<file path="src/rtl/serial_paralelo_if.sv">
// -----------------------------------------------------------------------------
// serial_paralelo_if
//   Bundles the serial input and the byte-level outputs of the PHY receive lane.
//   Signals:
//     data_in     serial bit, MSB of each byte first
//     data_out    last received data byte
//     valid_out   data_out holds a non-comma byte received while active
//     byte_strobe one-cycle pulse per completed aligned byte
//     active      link aligned and active
//   Modports:
//     slave  - receiver side (serial_paralelo)
//     master - transmitter/consumer side (drives data_in, observes outputs)
// -----------------------------------------------------------------------------
interface serial_paralelo_if;
   logic       data_in;
   logic [7:0] data_out;
   logic       valid_out;
   logic       byte_strobe;
   logic       active;

   modport slave  (input  data_in,
                   output data_out, valid_out, byte_strobe, active);
   modport master (output data_in,
                   input  data_out, valid_out, byte_strobe, active);
endinterface

</file>
<file path="src/rtl/serial_paralelo.sv">
// -----------------------------------------------------------------------------
// serial_paralelo
//   Serial-to-parallel receiver for one PCI PHY lane. Hunts bit by bit for the
//   COMMA symbol, then checks commas on byte boundaries; after BC_COUNT aligned
//   commas in a row the link is declared active and every non-comma byte is
//   presented on data_out with valid_out=1.
//   Ports:
//     clk_32f  in  bit clock, one serial bit per rising edge
//     reset    in  synchronous active-high reset
//     bus      slave modport: data_in (in), data_out/valid_out/byte_strobe/
//              active (out), all outputs registered
// -----------------------------------------------------------------------------
module serial_paralelo #(
   parameter logic [7:0] COMMA    = 8'hBC,
   parameter int         BC_COUNT = 4
) (
   input  logic               clk_32f,
   input  logic               reset,
   serial_paralelo_if.slave   bus
);

   typedef enum logic [1:0] {SEARCH, SYNC, ACTIVE} state_t;

   localparam logic [3:0] BC_TARGET = 4'(BC_COUNT);

   state_t     r_state, w_state_nxt;
   logic [7:0] r_sr;
   logic [2:0] r_bit_cnt, w_bit_cnt_nxt;
   logic [3:0] r_bc_cnt,  w_bc_cnt_nxt;
   logic [7:0] r_data,    w_data_nxt;
   logic       r_valid,   w_valid_nxt;
   logic       r_strobe,  w_strobe_nxt;
   logic       r_active,  w_active_nxt;

   logic [7:0] w_nxt;
   logic       w_is_comma;
   logic       w_boundary;
   logic [3:0] w_bc_inc;

   // Shift register contents including the bit sampled on this edge.
   assign w_nxt      = {r_sr[6:0], bus.data_in};
   assign w_is_comma = (w_nxt == COMMA);
   assign w_boundary = (r_bit_cnt == 3'd7);
   assign w_bc_inc   = r_bc_cnt + 4'd1;

   always_ff @(posedge clk_32f) begin
      if (reset) begin
         r_state   <= SEARCH;
         r_sr      <= 8'h00;
         r_bit_cnt <= 3'd0;
         r_bc_cnt  <= 4'd0;
         r_data    <= 8'h00;
         r_valid   <= 1'b0;
         r_strobe  <= 1'b0;
         r_active  <= 1'b0;
      end else begin
         r_state   <= w_state_nxt;
         r_sr      <= w_nxt;
         r_bit_cnt <= w_bit_cnt_nxt;
         r_bc_cnt  <= w_bc_cnt_nxt;
         r_data    <= w_data_nxt;
         r_valid   <= w_valid_nxt;
         r_strobe  <= w_strobe_nxt;
         r_active  <= w_active_nxt;
      end
   end

   always_comb begin
      w_state_nxt   = r_state;
      w_bit_cnt_nxt = r_bit_cnt + 3'd1;  // wraps 7 -> 0 naturally
      w_bc_cnt_nxt  = r_bc_cnt;
      w_data_nxt    = r_data;
      w_valid_nxt   = r_valid;
      w_strobe_nxt  = 1'b0;
      w_active_nxt  = r_active;

      unique case (r_state)
         SEARCH: begin
            // Bit-level hunt: any bit position may start a comma.
            if (w_is_comma) begin
               w_bit_cnt_nxt = 3'd0;
               w_bc_cnt_nxt  = 4'd1;
               w_strobe_nxt  = 1'b1;
               if (BC_TARGET == 4'd1) begin
                  w_state_nxt  = ACTIVE;
                  w_active_nxt = 1'b1;
               end else begin
                  w_state_nxt = SYNC;
               end
            end
         end
         SYNC: begin
            // Only boundary bytes matter; a comma inside a byte is ignored.
            if (w_boundary) begin
               w_strobe_nxt = 1'b1;
               if (w_is_comma) begin
                  w_bc_cnt_nxt = w_bc_inc;
                  if (w_bc_inc == BC_TARGET) begin
                     w_state_nxt  = ACTIVE;
                     w_active_nxt = 1'b1;
                  end
               end else begin
                  w_bc_cnt_nxt = 4'd0;
                  w_state_nxt  = SEARCH;
               end
            end
         end
         ACTIVE: begin
            // No loss-of-sync detection; only reset leaves this state.
            if (w_boundary) begin
               w_strobe_nxt = 1'b1;
               if (w_is_comma) begin
                  w_valid_nxt = 1'b0;
               end else begin
                  w_data_nxt  = w_nxt;
                  w_valid_nxt = 1'b1;
               end
            end
         end
         default: w_state_nxt = SEARCH;
      endcase
   end

   assign bus.data_out    = r_data;
   assign bus.valid_out   = r_valid;
   assign bus.byte_strobe = r_strobe;
   assign bus.active      = r_active;

endmodule

</file>
<file path="src/flat_wrapper.sv">
// flat-port wrapper written by rule: the top's interface ports become plain ports
module serial_paralelo_flat 
#(
   parameter logic [7:0] COMMA    = 8'hBC,
   parameter int         BC_COUNT = 4
)
  (clk_32f, reset, bus_data_in, bus_data_out, bus_valid_out, bus_byte_strobe, bus_active);
  serial_paralelo_if bus_i ();
  input  logic clk_32f;
  input  logic reset;
  input wire logic [$bits(bus_i.data_in)-1:0] bus_data_in;
  output wire logic [$bits(bus_i.data_out)-1:0] bus_data_out;
  output wire logic [$bits(bus_i.valid_out)-1:0] bus_valid_out;
  output wire logic [$bits(bus_i.byte_strobe)-1:0] bus_byte_strobe;
  output wire logic [$bits(bus_i.active)-1:0] bus_active;
  assign bus_i.data_in = bus_data_in;
  assign bus_data_out = bus_i.data_out;
  assign bus_valid_out = bus_i.valid_out;
  assign bus_byte_strobe = bus_i.byte_strobe;
  assign bus_active = bus_i.active;
  serial_paralelo #(.COMMA(COMMA), .BC_COUNT(BC_COUNT)) u_core (.clk_32f(clk_32f), .reset(reset), .bus(bus_i));
endmodule
</file>
<file path="config.mk">
export PLATFORM = sky130hd
export DESIGN_NAME = serial_paralelo_flat
export DESIGN_NICKNAME = d
export VERILOG_FILES = /design/src/rtl/serial_paralelo_if.sv /design/src/rtl/serial_paralelo.sv /design/src/flat_wrapper.sv
export SDC_FILE = /design/constraint.sdc
export NUM_CORES = 1
export LEC_CHECK = 0
export ABC_AREA = 1
export CAP_MARGIN = 5
export CORE_MARGIN = 4
export CORE_UTILIZATION = 45
export CTS_BUF_LIST = sky130_fd_sc_hd__clkbuf_8
export DETAILED_ROUTE_END_ITERATION = 8
export PLACE_DENSITY = 0.65
export SETUP_SLACK_MARGIN = 0.05
export SLEW_MARGIN = 20
export SYNTH_ARGS = -nofsm -noshare
export SYNTH_HDL_FRONTEND = slang
export SYNTH_SLANG_ARGS = --single-unit
</file>
<file path="constraint.sdc">
create_clock -name clk_32f -period 1.54 [get_ports clk_32f]
set_clock_uncertainty 0.05 [all_clocks]
set_input_delay 0.154 -clock clk_32f [delete_from_list [all_inputs] [get_ports clk_32f]]
set_output_delay 0.154 -clock clk_32f [all_outputs]
set_load 0.01 [all_outputs]
</file>
==> flow_metrics.env, run 1 <==
export IMPL_route_detailed_wl_per_inst_um=10.93
export IMPL_worst_ep_required_time_ps=1660
export IMPL_critical_path_arrival_ps=1500
export IMPL_cts_htree_levels=1
export IMPL_fp_coreArea_um2=2477
export IMPL_wirelength_um=2317
export IMPL_clock_fmax_mhz=724.5
export IMPL_slowest_delay_ps=380
export IMPL_insertedDiodeCount=0
export IMPL_drt_iter0_drc=39
export IMPL_number_of_port_buffers=13
export IMPL_drt_first_pass_iters=4
export IMPL_core_rowCount=18
export IMPL_switching_share_pct=21.80
export IMPL_timing_hold_violations_final=0
export IMPL_num_io_pins=14
export IMPL_grt_total_usage_pct=15.15
export IMPL_netlist_instances=156
export IMPL_post_place_cells=204
export IMPL_clock_path_buffers=2
export IMPL_netlist_area_before_placement_um2=1172
export IMPL_critical_path_slowest_cell="sky130_fd_sc_hd__dfxtp_2"
export IMPL_post_synth_cell_area_avg_um2=7.515
export IMPL_timing_worst_setup_path_type="reg -> reg"
export IMPL_min_delay_path_class="reg -> reg"
export IMPL_synthesis_nets=168
export IMPL_dieHeight_um=59.04
export IMPL_routabilityCongestion=0.8148
export IMPL_max_cap_violations=0
export IMPL_starting_utilization_of_the_core_area_pct=47.32
export IMPL_clk_transition_reported_paths_ps=90
export IMPL_drt_vias_per_instance=4.821
export IMPL_power_ir_vdd_worst_mv=0.6512
export IMPL_p_leak_nw=0.6357
export IMPL_cellInternalPower_mw=0.9166
export IMPL_antenna_found_initial=0
export IMPL_clock_power_share_pct=33.7
export IMPL_setup_worst_path_start_class="flop"
export IMPL_die_area_um2=3486
export IMPL_setup_violations=0
export IMPL_die_w_um=59.04
export IMPL_power_density_nw_per_um2=750.6
export IMPL_synthToLayoutAreaGrowth_pct=33.19
export IMPL_crit_fanout=5
export IMPL_post_dp_cell_area_um2=1381
export IMPL_most_common_cell_after_layout_fill_and_taps_aside="sky130_fd_sc_hd__nand2_1"
export IMPL_final_instance_count_excl_fill=212
export IMPL_final_area_um2=1562
export IMPL_filler_cell_count=223
export IMPL_crit_family="buffers and inverters"
export IMPL_share_of_total_power_in_combinational_logic_pct=4.9
export IMPL_layout_cells_most_common_list="sky130_fd_sc_hd__nand2_1 (34), sky130_fd_sc_hd__nor2_1 (20), sky130_fd_sc_hd__inv_1 (18)"
export IMPL_dr_total_vias=1022
export IMPL_grt_max_degree=16
export IMPL_grt_pass1_wl_um=4029
export IMPL_fin_crit_sh_pct=89.62
export IMPL_critical_path_buffers_and_inverters=3
export IMPL_clk_latency_ps=270
export IMPL_yosys_warnings=0
export IMPL_clock_root_buffer_master="sky130_fd_sc_hd__clkbuf_8"
export IMPL_final_max_slew_violation_count=0
export IMPL_final_layout_size_suffix_gt1_share_pct=24.73
export IMPL_worst_setup_path_end_kind="flop"
export IMPL_drtAntennaViolNets=0
export IMPL_switching_power_mw=0.2555
export IMPL_relSlewSlack_pct=83.38
export IMPL_post_route_min_period_ps=1380
export IMPL_rsz0062_at_grt="false"
export IMPL_drc_errors=0
export IMPL_sequential_fraction_of_the_synthesis_area_pct=46.10
export IMPL_cts_tree="done"
export IMPL_globalRouteOverflowTotal=0
export IMPL_cts_inserted_buffers=3
export IMPL_timing_worst_slew_pin_value_ps=249.0
export IMPL_outcome="finished clean"
export IMPL_crit_chain="inv_2 > ha_1 > nand2_1 > clkinv_1 > buf_4 > nand3_1 > a21oi_1"
export IMPL_register_bit_count_reported_by_yosys=27
export IMPL_p_total_mw=1.172
export IMPL_clkSinkCount=27
export IMPL_final_net_count=195
export IMPL_yosys_cell_types_count=15
export IMPL_hpwlAfterDp_um=1704
export IMPL_seq_power_share_pct=61.4
export IMPL_first_global_vias=974
[cell type report]
cell class | count | area (um2) | area share (%)
Clock buffer | 3 | 41.29 | 2.644
Inverter | 23 | 86.33 | 5.529
Timing Repair Buffer | 25 | 224.0 | 14.34
Multi-Input combinational cell | 103 | 609.3 | 39.02
Sequential cell | 27 | 558.0 | 35.74
Clock inverter | 1 | 5.005 | 0.3205
Tap cell | 30 | 37.54 | 2.404
[state kept, by name, summed over array words and instances, names as in the netlist]
register and count:
u_core.r_sr 7, u_core.bus.valid_out 1, u_core.r_bit_cnt 3, u_core.bus.byte_strobe 1, u_core.bus.data_out 8, u_core.r_state 2
u_core.bus.active 1, u_core.r_bc_cnt 4
[power by group through the flow]
stage | logic (mW) | registers (mW) | clock network, mW
floorplan | 0.0326 | 0.732 | 0
global placement | 0.0475 | 0.733 | 0
detailed placement | 0.0489 | 0.734 | 0
CTS | 0.0503 | 0.718 | 0.405
global route | 0.0675 | 0.721 | 0.448
finish | 0.0580 | 0.719 | 0.395
[per-stage QoR]
step                setup slack, ps  hold slack (ps)  utilization, %  TNS (ps)
floorplan                     136.3            244.2               -         0
global placement             -1.771            377.4           55.76    -1.771
detailed placement           -72.62            381.0           55.76    -321.1
CTS                           31.62            395.0           58.94         0
global route                  34.75            397.8           63.03         0
finish                        159.8            384.8           63.03         0
[worst min-delay path, delay by kind of cell (launching register included)]
family | cells | cell delay (ps)
flip-flops | 1 | 330
AND/OR/NAND/NOR | 1 | 30
buffers and inverters | 1 | 50
[cell families after synthesis]
logic type / after synthesis / synth area share, %
adders and majority gates: 9 / 9.605
AOI/OAI and AO/OA: 19 / 9.285
DFF: 27 / 46.10
and+or+nand+nor: 75 / 26.04
buffers and inverters: 26 / 8.965
[path summary, 6_finish.rpt]
path	from	endpoint	slack, ps	cells after the start
setup / recovery	u_core.r_state[0]	u_core.bus.data_out[4]	160	7
hold / removal	u_core.r_sr[2]	u_core.r_sr[3]	380	2
setup reg to reg	u_core.r_state[0]	u_core.bus.data_out[4]	160	7
hold reg to reg	u_core.r_sr[2]	u_core.r_sr[3]	380	2
[timing repair]
action | CTS | global route
setup endpoints to repair | 4 | 15
resized for setup | 7 | 27
hold buffers | 0 | 0
setup buffers | 0 | 4
pin swaps | 0 | 7
cloned | 0 | 0
[synthesized netlist by cell type]
cell type	n	area (um2)
sky130_fd_sc_hd__nand2_2	3	18.77
sky130_fd_sc_hd__ha_1	9	112.6
sky130_fd_sc_hd__o21ai_0	4	20.02
sky130_fd_sc_hd__buf_6	1	11.26
sky130_fd_sc_hd__a21oi_1	13	65.06
sky130_fd_sc_hd__clkbuf_1	2	7.510
sky130_fd_sc_hd__nand4_1	1	6.260
sky130_fd_sc_hd__inv_1	22	82.58
sky130_fd_sc_hd__a21oi_4	1	16.27
sky130_fd_sc_hd__nor2_1	23	86.33
sky130_fd_sc_hd__a211oi_1	1	7.510
sky130_fd_sc_hd__clkinv_1	1	3.750
sky130_fd_sc_hd__nand2_1	37	138.9
sky130_fd_sc_hd__nand3_1	11	55.05
sky130_fd_sc_hd__dfxtp_1	27	540.5
[layer usage]
| layer | GRT usage, % | wire (um) | up-vias | part of all wire, % |
|---|---|---|---|---|
| met5 | 0 | 0 | - | 0 |
| met3 | 3.268 | 81 | 7 | 3.5 |
| met2 | 26.03 | 1127 | 28 | 49 |
| met1 | 18.38 | 1045 | 451 | 45 |
| li1 | - | - | 536 | - |
| met4 | 5.825 | 62 | 0 | 2.7 |
(Power assumes the default switching activity.)
==> run 2, diff against run 1 <==
==> constraint.sdc (replaced) <==
create_clock -name clk_32f -period 1.7 [get_ports clk_32f]
set_clock_uncertainty 0.05 [all_clocks]
set_input_delay 0.17 -clock clk_32f [delete_from_list [all_inputs] [get_ports clk_32f]]
set_output_delay 0.17 -clock clk_32f [all_outputs]
set_load 0.01 [all_outputs]
==> flow_metrics.env, run 2 (synthesis gave the netlist of run 1 again) <==
export IMPL_drt_iter0_drc=34
export IMPL_fp_coreArea_um2=2477
export IMPL_relSlewSlack_pct=82.56
export IMPL_most_common_cell_after_layout_fill_and_taps_aside="sky130_fd_sc_hd__nand2_1"
export IMPL_p_total_mw=1.057
export IMPL_dr_total_vias=975
export IMPL_grt_total_usage_pct=14.53
export IMPL_critical_path_arrival_ps=1610
export IMPL_rr_worst_depth=7
export IMPL_cts_tree="done"
export IMPL_final_max_slew_violation_count=0
export IMPL_globalRouteOverflowTotal=0
export IMPL_rr_startpoint="u_core.r_bit_cnt[0]"
export IMPL_drtAntennaViolNets=0
export IMPL_routabilityCongestion=0.8249
export IMPL_antenna_found_initial=0
export IMPL_holdWs_ps=396.9
export IMPL_timing_worst_setup_path_type="reg -> reg"
export IMPL_clock_fmax_mhz=669.9
export IMPL_setup_worst_path_start_class="flop"
export IMPL_wirelength_um=2126
export IMPL_final_area_um2=1458
export IMPL_post_route_min_period_ps=1493
export IMPL_first_global_vias=906
export IMPL_final_layout_size_suffix_gt1_share_pct=11.30
export IMPL_clock_path_buffers=2
export IMPL_drt_vias_per_instance=4.710
export IMPL_final_net_count=190
export IMPL_timing_hold_worst_start="u_core.r_sr[3]"
export IMPL_clk_transition_reported_paths_ps=90
export IMPL_endpoint_of_the_lowest_slack_register_to_register_path="u_core.bus.data_out[6]"
export IMPL_worst_ep_required_time_ps=1820
export IMPL_worst_r2r_setup_slack_ps=210
export IMPL_post_dp_cell_area_um2=1351
export IMPL_clkSinkCount=27
export IMPL_outcome="finished clean"
export IMPL_setup_violations=0
export IMPL_cts_inserted_buffers=3
export IMPL_power_ir_vdd_worst_mv=0.6498
export IMPL_p_leak_nw=0.6058
export IMPL_fin_setup_tns_ps=0
export IMPL_clk_latency_ps=270
export IMPL_power_density_nw_per_um2=724.9
export IMPL_min_delay_path_depth=2
export IMPL_dieHeight_um=59.04
export IMPL_cts_htree_levels=1
export IMPL_timing_hold_violations_final=0
export IMPL_die_area_um2=3486
export IMPL_hpwlAfterDp_um=1578
export IMPL_grt_pass1_wl_um=3822
export IMPL_min_delay_path_class="reg -> reg"
export IMPL_route_detailed_wl_per_inst_um=10.27
export IMPL_drc_errors=0
export IMPL_core_rowCount=18
export IMPL_insertedDiodeCount=0
export IMPL_num_io_pins=14
export IMPL_grt_max_degree=17
export IMPL_fin_crit_sh_pct=87.81
export IMPL_synthToLayoutAreaGrowth_pct=24.33
export IMPL_number_of_port_buffers=13
export IMPL_final_core_util_pct=58.84
export IMPL_hold_path_end="u_core.r_sr[4]"
export IMPL_worst_setup_path_end_kind="flop"
export IMPL_crit_fanout=5
export IMPL_clock_root_buffer_master="sky130_fd_sc_hd__clkbuf_8"
export IMPL_starting_utilization_of_the_core_area_pct=47.32
export IMPL_timing_worst_slew_pin_value_ps=260.0
export IMPL_die_w_um=59.04
export IMPL_drt_first_pass_iters=4
export IMPL_max_reg_flops=8
export IMPL_max_cap_violations=0
export IMPL_rsz0062_at_grt="false"
export IMPL_layout_cells_most_common_list="sky130_fd_sc_hd__nand2_1 (37), sky130_fd_sc_hd__dfxtp_1 (26), sky130_fd_sc_hd__nor2_1 (23)"
==> run 2: cell count changes in the layout (fill, tap and decap cells not counted), moves of 3 or more <==
cell / delta
sky130_fd_sc_hd__buf_4: -4
sky130_fd_sc_hd__ha_4: -3
sky130_fd_sc_hd__dfxtp_2: -7
sky130_fd_sc_hd__nand2_1: +3
sky130_fd_sc_hd__inv_1: +3
sky130_fd_sc_hd__nor2_1: +3
sky130_fd_sc_hd__dfxtp_1: +9
sky130_fd_sc_hd__nor2_2: -3
sky130_fd_sc_hd__nand2_2: -3
sky130_fd_sc_hd__inv_2: -3
sky130_fd_sc_hd__ha_1: +3
==> run 2: worst max-delay path: stages (launching register included) <==
cell	delay, ps
sky130_fd_sc_hd__dfxtp_1	320
sky130_fd_sc_hd__ha_1	190
sky130_fd_sc_hd__ha_1	220
sky130_fd_sc_hd__nand2_1	140
sky130_fd_sc_hd__clkinvlp_4	160
sky130_fd_sc_hd__buf_4	170
sky130_fd_sc_hd__nand3_1	70
sky130_fd_sc_hd__a21oi_1	60
==> run 2: layout make-up <==
type                    instances  area [um2]
clock buffers                   3       41.29
clock inverters                 1       7.507
fillers                       231        1020
inverters                      23       90.09
multi-input cells             103       556.8
flip-flops and latches         27       541.8
well taps                      30       37.54
repair buffers                 20       182.7
==> run 2: where the power goes <==
part | total [mW] | internal [mW] | switching (mW)
clock | 0.362 | 0.166 | 0.195
sequential | 0.650 | 0.643 | 0.00697
combinational | 0.0446 | 0.0191 | 0.0255
==> run 2: how the worst max path moves through the flow <==
stage / startpoint / to / slack (ps) / depth (start not counted)
floorplan: u_core.r_bit_cnt[0] / u_core.bus.data_out[4] / 300 / 7
global placement: bus_data_in / u_core.bus.data_out[1] / 130 / 9
detailed placement: bus_data_in / u_core.bus.data_out[4] / 120 / 9
CTS: u_core.r_bit_cnt[0] / u_core.bus.data_out[2] / 130 / 7
global route: u_core.r_bit_cnt[0] / u_core.bus.data_out[1] / 70 / 7
finish: u_core.r_bit_cnt[0] / u_core.bus.data_out[6] / 210 / 7
==> run 2: routing by layer <==
metal | global-route usage, % | wire [um] | up-vias
met2 | 21.45 | 950 | 18
met5 | 0 | 0 | -
met4 | 7.767 | 44 | 0
li1 | - | - | 527
met1 | 20.08 | 1062 | 425
met3 | 2.614 | 69 | 5
==> run 2: per-stage QoR <==
stage | std cells | worst slack (ps)
floorplan | 156 | 296.3
global placement | 200 | 133.1
detailed placement | 200 | 116.8
CTS | 204 | 127.1
global route | 207 | 66.58
finish | 207 | 207.2
==> run 2: repair_timing <==
action | 4_1_cts | 5_1_grt
hold buffers | 0 | 0
endpoints found under the setup margin | 0 | 10
buffers inserted | 0 | 3
gates resized for setup | 0 | 8
==> run 3, diff against run 2 <==
--- a/config.mk
+++ b/config.mk
@@ -11,7 +11,9 @@
 export CORE_UTILIZATION = 45
 export CTS_BUF_LIST = sky130_fd_sc_hd__clkbuf_8
 export DETAILED_ROUTE_END_ITERATION = 8
-export PLACE_DENSITY = 0.65
+export GPL_TIMING_DRIVEN = 0
+export PLACE_DENSITY = 0.67
+export RECOVER_POWER = 50
 export SETUP_SLACK_MARGIN = 0.05
 export SLEW_MARGIN = 20
 export SYNTH_ARGS = -nofsm -noshare
==> flow_metrics.env, run 3 (synthesis gave the netlist of run 1 again) <==
export IMPL_num_io_pins=14
export IMPL_cts_tree="done"
export IMPL_clk_transition_reported_paths_ps=90
export IMPL_max_cap_violations=0
export IMPL_crit_fanout=5
export IMPL_crit_chain="ha_1 > ha_1 > inv_1 > a21oi_1 > nand2_1 > inv_1 > o21ai_0 > nand2_1 > nor2_1"
export IMPL_p_leak_nw=0.6166
export IMPL_globalRouteMet2Util_pct=25.08
export IMPL_worst_r2r_setup_slack_ps=170
export IMPL_number_of_port_buffers=13
export IMPL_critical_path_arrival_ps=1650
export IMPL_power_ir_vdd_worst_mv=0.4763
export IMPL_routabilityCongestion=0.7842
export IMPL_endpoint_of_the_lowest_slack_register_to_register_path="u_core.r_bc_cnt[2]"
export IMPL_power_density_nw_per_um2=749.1
export IMPL_final_critical_path_setup_slack_ps=166.9
export IMPL_clkSinkCount=27
export IMPL_drt_iter0_drc=34
export IMPL_synthToLayoutAreaGrowth_pct=19.00
export IMPL_final_instance_count_excl_fill=203
export IMPL_setup_violations=0
export IMPL_final_layout_size_suffix_gt1_share_pct=5.780
export IMPL_starting_utilization_of_the_core_area_pct=47.32
export IMPL_post_route_min_period_ps=1533
export IMPL_cts_hold_fix_buffers=0
export IMPL_grt_total_usage_pct=14.65
export IMPL_drtAntennaViolNets=0
export IMPL_clk_latency_ps=270
export IMPL_final_net_count=186
export IMPL_insertedDiodeCount=0
export IMPL_core_rowCount=18
export IMPL_timing_hold_worst_start="u_core.r_sr[4]"
export IMPL_worst_setup_path_end_kind="flop"
export IMPL_dieHeight_um=59.04
export IMPL_most_common_cell_after_layout_fill_and_taps_aside="sky130_fd_sc_hd__nand2_1"
export IMPL_max_reg_flops=8
export IMPL_worstSetupStartpoint="u_core.r_bit_cnt[0]"
export IMPL_setup_worst_path_end="u_core.r_bc_cnt[2]"
export IMPL_cts_inserted_buffers=3
export IMPL_cts_htree_levels=1
export IMPL_rr_startpoint="u_core.r_bit_cnt[0]"
export IMPL_clock_path_buffers=2
export IMPL_relSlewSlack_pct=68.61
export IMPL_globalRouteOverflowTotal=0
export IMPL_drt_vias_per_instance=4.744
export IMPL_post_place_ws_ps=-2.212
export IMPL_die_w_um=59.04
export IMPL_clock_fmax_mhz=652.3
export IMPL_drt_first_pass_iters=4
export IMPL_route_detailed_wl_per_inst_um=11.54
export IMPL_gr_usage_met1_pct=17.84
export IMPL_worst_ep_required_time_ps=1820
export IMPL_final_max_slew_violation_count=0
export IMPL_setup_worst_path_start_class="flop"
export IMPL_drc_errors=0
export IMPL_fin_crit_sh_pct=90.18
export IMPL_critical_path_slowest_cell="sky130_fd_sc_hd__dfxtp_1"
export IMPL_post_place_cells=199
export IMPL_grt_max_degree=15
export IMPL_grt_pass1_wl_um=3864
export IMPL_outcome="finished clean"
export IMPL_antenna_found_initial=0
export IMPL_rsz0062_at_grt="false"
export IMPL_timing_worst_slew_pin_value_ps=470.8
export IMPL_timing_hold_violations_final=0
export IMPL_layout_cells_most_common_list="sky130_fd_sc_hd__nand2_1 (38), sky130_fd_sc_hd__dfxtp_1 (27), sky130_fd_sc_hd__inv_1 (23), sky130_fd_sc_hd__nor2_1 (23), sky130_fd_sc_hd__a21oi_1 (13)"
export IMPL_min_delay_path_class="reg -> reg"
export IMPL_first_global_vias=887
export IMPL_timing_worst_setup_path_type="reg -> reg"
export IMPL_final_area_um2=1395
export IMPL_dr_total_vias=963
export IMPL_top_usage_layer="met2"
export IMPL_globalRouteMet3Util_pct=3.050
export IMPL_wirelength_um=2342
export IMPL_fp_coreArea_um2=2477
export IMPL_post_dp_cell_area_um2=1340
export IMPL_die_area_um2=3486
export IMPL_hpwlAfterDp_um=1665
export IMPL_slowest_delay_ps=360
export IMPL_clock_root_buffer_master="sky130_fd_sc_hd__clkbuf_8"
export IMPL_fin_setup_tns_ps=0
export IMPL_rr_worst_depth=9
## run 3: cell count changes in the layout (fill, tap and decap cells not counted), sizes merged
| cell | previous run | this run |
|---|---|---|
| clkinvlp | 2 | 0 |
| clkbuf | 3 | 5 |
| dlygate4sd3 | 0 | 9 |
| clkdlybuf4s50 | 13 | 4 |
| buf | 7 | 1 |
| inv | 22 | 24 |
## run 3: stage by stage
stage          total power, mW  hold WS, ps  util, %
2_1_floorplan           0.6927        260.2        -
3_3_place_gp            0.7057        374.3    54.09
3_5_place_dp            0.7080        376.7    54.09
4_1_cts                  1.054        389.7    56.16
5_1_grt                  1.095        409.1    56.31
6_report                 1.045        391.8    56.31
## run 3: worst min path at each step
stage,to,slack (ps),depth (start not counted)
4_1_cts,u_core.r_sr[5],390,2
3_5_place_dp,u_core.r_sr[5],380,2
3_3_place_gp,u_core.r_sr[5],370,2
5_1_grt,u_core.r_sr[5],410,2
6_report,u_core.r_sr[5],390,2
2_1_floorplan,u_core.r_sr[0],260,2
## run 3: power by group
part | switching (mW) | internal [mW] | total, mW
combinational | 0.0266 | 0.0159 | 0.0424
sequential | 0.00680 | 0.643 | 0.650
clock | 0.191 | 0.162 | 0.352
## run 3: layer usage
| metal | wire length (um) | vias to the layer above | share of wire, % |
|---|---|---|---|
| li1 | - | 513 | - |
| met1 | 1138 | 435 | 49 |
| met2 | 1126 | 11 | 48 |
| met3 | 54 | 4 | 2.3 |
| met4 | 23 | 0 | 0.98 |
| met5 | 0 | - | 0 |
## run 3: final cells by class
cell class | count | area [um2]
multi-input combinational | 103 | 534.3
inverter | 23 | 88.84
timing repair buffer | 13 | 130.1
clock buffer | 3 | 41.29
tap | 30 | 37.54
buffer | 3 | 18.77
sequential | 27 | 540.5
fill | 247 | 1082
clock inverter | 1 | 3.754
## run 3: worst max-delay path: cells and delay by family, from the launching register on
family,cells,cell delay [ps]
flip-flops,1,360
adder cells (fa/ha/maj),2,360
AND/OR/NAND/NOR,3,230
AO/OA/AOI/OAI,2,230
buffers and inverters,2,210
## run 3: timing repair
| item | 4_1_cts | 5_1_grt |
|---|---|---|
| buffers inserted | 0 | 0 |
| resized for setup | 2 | 3 |
| gates cloned | 0 | 0 |
| endpoints found under the setup margin | 9 | 6 |
| hold endpoints to repair | 0 | 0 |
